### src/rtl/decoder_stage_controller.sv
// Round-level controller for the decoder processing units: sequences the
// MEASUREMENT_LOADING / MERGE / GROW / PEELING / RESULT_VALID stages and
// broadcasts the current stage to every PU from a register.
module decoder_stage_controller #(
    parameter int STAGE_WIDTH   = 3,
    parameter int LOAD_CYCLES   = 2,
    parameter int SETTLE_CYCLES = 3,
    parameter int MAX_ITER      = 63,
    parameter int ITER_WIDTH    = 6
) (
    input  logic                   clk,
    input  logic                   reset,
    input  logic                   start_valid,
    output logic                   start_ready,
    input  logic                   busy_any,
    input  logic                   odd_any,
    output logic [STAGE_WIDTH-1:0] global_stage,
    output logic                   result_valid,
    input  logic                   result_ready,
    output logic [ITER_WIDTH-1:0]  iteration_count,
    output logic                   timeout
);

    typedef enum logic [STAGE_WIDTH-1:0] {
        ST_IDLE   = STAGE_WIDTH'(0),
        ST_GROW   = STAGE_WIDTH'(1),
        ST_MERGE  = STAGE_WIDTH'(2),
        ST_PEEL   = STAGE_WIDTH'(3),
        ST_LOAD   = STAGE_WIDTH'(4),
        ST_RESULT = STAGE_WIDTH'(5)
    } stage_e;

    localparam int LW = (LOAD_CYCLES > 1) ? $clog2(LOAD_CYCLES) : 1;
    localparam int SW = (SETTLE_CYCLES > 1) ? $clog2(SETTLE_CYCLES) : 1;
    localparam logic [LW-1:0]         LOAD_LAST   = LW'(LOAD_CYCLES - 1);
    localparam logic [SW-1:0]         SETTLE_LAST = SW'(SETTLE_CYCLES - 1);
    localparam logic [ITER_WIDTH-1:0] ITER_MAX    = ITER_WIDTH'(MAX_ITER);

    stage_e                state_q, state_d;
    logic [LW-1:0]         load_q, load_d;
    logic [SW-1:0]         settle_q, settle_d;
    logic [ITER_WIDTH-1:0] iter_q, iter_d;
    logic                  timeout_q, timeout_d;
    logic                  settled;

    // The settle window covers the first SETTLE_CYCLES-1 cycles of a state;
    // the last of the SETTLE_CYCLES cycles is the first one allowed to decide.
    assign settled = (settle_q >= SETTLE_LAST);

    // Next-state, counter and result-flag logic.
    always_comb begin
        state_d   = state_q;
        load_d    = load_q;
        settle_d  = settle_q;
        iter_d    = iter_q;
        timeout_d = timeout_q;

        case (state_q)
            ST_IDLE: begin
                if (start_valid) begin
                    state_d   = ST_LOAD;
                    iter_d    = '0;
                    timeout_d = 1'b0;
                end
            end
            ST_LOAD: begin
                if (load_q == LOAD_LAST) begin
                    state_d = ST_MERGE;
                end else begin
                    load_d = load_q + LW'(1);
                end
            end
            ST_MERGE: begin
                if (settled && !busy_any) begin
                    if (odd_any && (iter_q < ITER_MAX)) begin
                        state_d = ST_GROW;
                    end else begin
                        state_d = ST_PEEL;
                        // Still odd clusters at the iteration cap: give up.
                        if (odd_any) begin
                            timeout_d = 1'b1;
                        end
                    end
                end
            end
            ST_GROW: begin
                // Always a single cycle: PUs grow on the edge of this pulse.
                state_d = ST_MERGE;
                if (iter_q < ITER_MAX) begin
                    iter_d = iter_q + ITER_WIDTH'(1);
                end
            end
            ST_PEEL: begin
                if (settled && !busy_any) begin
                    state_d = ST_RESULT;
                end
            end
            ST_RESULT: begin
                if (result_ready) begin
                    state_d = ST_IDLE;
                end
            end
            default: begin
                state_d = ST_IDLE;
            end
        endcase

        // Every state entry restarts the load and settle counters.
        if (state_d != state_q) begin
            settle_d = '0;
            load_d   = '0;
        end else if ((state_q == ST_MERGE || state_q == ST_PEEL) && !settled) begin
            settle_d = settle_q + SW'(1);
        end
    end

    // State and counter registers, cleared asynchronously by reset.
    always_ff @(posedge clk or negedge reset) begin
        if (!reset) begin
            state_q   <= ST_IDLE;
            load_q    <= '0;
            settle_q  <= '0;
            iter_q    <= '0;
            timeout_q <= 1'b0;
        end else begin
            state_q   <= state_d;
            load_q    <= load_d;
            settle_q  <= settle_d;
            iter_q    <= iter_d;
            timeout_q <= timeout_d;
        end
    end

    assign global_stage    = state_q;
    assign start_ready     = (state_q == ST_IDLE);
    assign result_valid    = (state_q == ST_RESULT);
    assign iteration_count = iter_q;
    assign timeout         = timeout_q;

endmodule

### config.mk
export PLATFORM = sky130hd
export DESIGN_NAME = decoder_stage_controller
export DESIGN_NICKNAME = d
export VERILOG_FILES = /design/src/rtl/decoder_stage_controller.sv
export SDC_FILE = /design/constraint.sdc
export NUM_CORES = 1
export LEC_CHECK = 0
export CAP_MARGIN = 0
export CORE_MARGIN = 2
export CORE_UTILIZATION = 46
export CTS_BUF_LIST = sky130_fd_sc_hd__clkbuf_4
export CTS_CLUSTER_SIZE = 25
export DETAILED_ROUTE_END_ITERATION = 12
export GPL_TIMING_DRIVEN = 0
export PLACE_DENSITY = 0.89
export SETUP_SLACK_MARGIN = 0.5
export SLEW_MARGIN = 30
export SYNTH_ARGS = -nofsm -noshare
export SYNTH_HDL_FRONTEND = slang
export SYNTH_SLANG_ARGS = --single-unit
export TNS_END_PERCENT = 50
### constraint.sdc
create_clock -name clk -period 1.5 [get_ports clk]
set_input_delay 0.15 -clock clk [delete_from_list [all_inputs] [get_ports clk]]
set_output_delay 0.15 -clock clk [all_outputs]
set_load 0.01 [all_outputs]
==> results.txt <==
average vias per placed instance: 6.18
global placement routability congestion: 0.839
wirelength, routed: 2.98 mm
cts bufs inserted: 3
unrepaired setup endpoints after global routing: yes
CP max stage delay: 550 ps
Hold Path Class: input pin to asynchronous set/reset pin
# fillers: 83
Final Hold Fails: 0
Multi-input gate area: 618 um^2
worst IR drop on VDD: 1.16 mV
ANT cells: 0
failing checks: negative setup slack
CTS clk-pin slew, worst paths: 100 ps
Seq/Total Area, Yosys: 40.2%
top cells by count, synth: dfrtp_1 (13), nor2_1 (10), nand3_1 (6), o21ai_0 (6), inv_1 (5)
r2r setup slk: -30 ps
Slew Limit Headroom: 60.0%
top cells by area, synth: dfrtp_1 (40%), nor2_1 (4.6%), mux2_2 (4.2%), nand3_1 (3.7%), o21ai_0 (3.7%)
Leakage: 0.610 nW
Critical path origin: iteration_count[1]$_DFFE_PN0P_
slowest stage cell, crit path: or4_1
fin. max-slew vios: 0
GR Util All Layers: 24.4%
status: finished with violations
worst clock skew: 11.6 ps
Syn. warnings: 0
full die area: 2110 um^2
core area: 1690 um^2
Reg2Reg Depth: 5
Initial Util: 47.9%
Critical Path Sink: iteration_count[3]$_DFFE_PN0P_
Post-Syn Area: 810 um^2
number of global-route vias before repair: 866
Final Critical Period: 1530 ps
worst-margin pin slew: 599 ps
Ports: 18
Buffers on Ports: 17
crit start category: flip-flop
FF+latch area: 334 um^2
clk_lat worst skew: 280 ps
FF+latch count, synth: 13
NumNets Final: 144
CTS tree: built
Rows: 15
routed length per instance: 19.6 um
CTS max path bufs: 2
H-tree Lvls: 1
Min Hold Slack: 234 ps
root buffer cell: clkbuf_4
WP depth: 5
final worst slack: -32.1 ps
post-synth top area share: 40.2%
die height: 46.0 um
antenna-violating nets left: 0
router iterations before antenna repair: 4
Max Fclk: 653 MHz
final setup vio count: 2
area delta synth->final: 78.1%
post-detail-place hpwl: 1.25 mm
Final TNS setup: -40.0 ps
DR vias: 940
Post-Syn Nets: 98
most used cell, CP: buf_4
Worst Setup End Kind: flip-flop
Final period util: 102%
Worst Path Buf+Inv: 2
worst r2r src: iteration_count[1]$_DFFE_PN0P_
Num Clock Sinks: 13
top-count cell post-synth: dfrtp_1
Worst Setup Path Type: flip-flop to flip-flop
layout cells sized above 1: 59.3%
distinct cell type count after synthesis: 38
Max Cap Viol: 0
CP max FO: 3
pin count of the biggest net entering global routing: 14
die width: 46.0 um
global route overflow: 0
initial DRC count: 40
Main synth FF type: dfrtp_1
Cell Pwr Density: 1410 nW/um^2
Req. time, crit path: 1690 ps
first-pass GRT wire length: 3.70 mm
crit-path cells: buf_4, buf_4, nand3_4, or4_1, a21oi_1
CP delay by family, top: simple AND/OR/NAND/NOR gates
FF-to-FF End: iteration_count[3]$_DFFE_PN0P_
DRC: 0
initial antenna violation count: 0
Post-synth EDFFs: 0
Synth async-reset ratio: 100%
WP data arrival: 1720 ps
Synth Instances: 90
area leader, netlist: dfrtp_1
Post-Syn Area per Cell: 8.99 um^2
==> flip-flops by register name, summed over array words and instances (netlist names) <==
name             flops
timeout              1
settle_q             2
load_q               1
global_stage         3
iteration_count      6
==> routing by layer <==
layer | vias up | wire [um] | part of all wire [%] | global-route usage, %
li1 | 420 | - | - | -
met1 | 457 | 1340 | 45 | 31.8
met2 | 51 | 1350 | 45 | 39.2
met3 | 12 | 176 | 5.9 | 1.98
met4 | 0 | 116 | 3.9 | 13.7
met5 | - | 0 | 0 | 0
==> worst register-to-register path, cell delays in order, from the launching register on <==
cell	delay (ps)
dfrtp_2	390
buf_4	120
buf_4	120
nand3_4	90
or4_1	550
a21oi_1	180
==> final cells by class <==
class | instances | share of cell area (%)
multi-input combinational | 69 | 42.9
buffer | 3 | 2.34
clock buffer | 4 | 2.08
timing repair buffer | 41 | 25.9
sequential | 13 | 23.2
tap | 17 | 1.48
inverter | 5 | 2.17
==> logic make-up (layout without fill, tap and decap cells) <==
| logic type | after synthesis | in the layout | synth area share (%) |
|---|---|---|---|
| multiplexers | 4 | 4 | 5.41 |
| adder cells (fa/ha/maj) | 2 | 2 | 3.09 |
| flip-flops | 13 | 13 | 40.2 |
| AND/OR/NAND/NOR | 39 | 39 | 26.9 |
| AO/OA/AOI/OAI | 24 | 24 | 19.5 |
| buffers and inverters | 8 | 53 | 4.95 |
==> power breakdown <==
part / switching [mW] / internal, mW
combinational: 0.600 / 0.669
sequential: 0.0903 / 0.418
clock: 0.127 / 0.121
==> through the flow <==
stage	util [%]	std cells	setup WS, ps	cell area (um^2)	power (mW)
finish	85.3	152	-32.1	1440	2.03
global route	85.3	152	-88.1	1440	2.13
CTS	72.1	143	28.3	1220	1.60
detailed placement	63.1	124	-63.0	1070	1.22
global placement	63.1	124	-43.2	1070	1.20
floorplan	-	90	-4.83	875	0.999
==> layout by cell type (no fill, tap or decap), drive strengths merged, types with 2 or more instances in the layout <==
cell            n
a21oi           4
buf            37
clkbuf          6
clkdlybuf4s50   5
dfrtp          13
ha              2
inv             4
mux2            3
nand2           4
nand2b          3
nand3           6
nor2           12
nor3b           2
o21a            2
o21ai           7
o31ai           3
or2             2
or3             2
==> timing repair <==
| action | 4_1_cts | 5_1_grt |
|---|---|---|
| setup endpoints to repair | 25 | 25 |
| hold buffers | 0 | 0 |
| buffers inserted | 15 | 9 |
| resized for setup | 48 | 48 |
| pin swaps | 5 | 17 |
| cloned | 0 | 0 |
==> how the worst min path moves through the flow <==
stage | end | startpoint | cells past startpoint
6_report | settle_q[0]$_DFFE_PN0P_ | reset | 1
5_1_grt | settle_q[0]$_DFFE_PN0P_ | reset | 1
4_1_cts | iteration_count[2]$_DFFE_PN0P_ | reset | 1
3_5_place_dp | settle_q[1]$_DFFE_PN0P_ | settle_q[1]$_DFFE_PN0P_ | 1
3_3_place_gp | settle_q[1]$_DFFE_PN0P_ | settle_q[1]$_DFFE_PN0P_ | 1
2_1_floorplan | global_stage[0]$_DFF_PN0_ | reset | 0
Power figures use the tool's default switching activity.
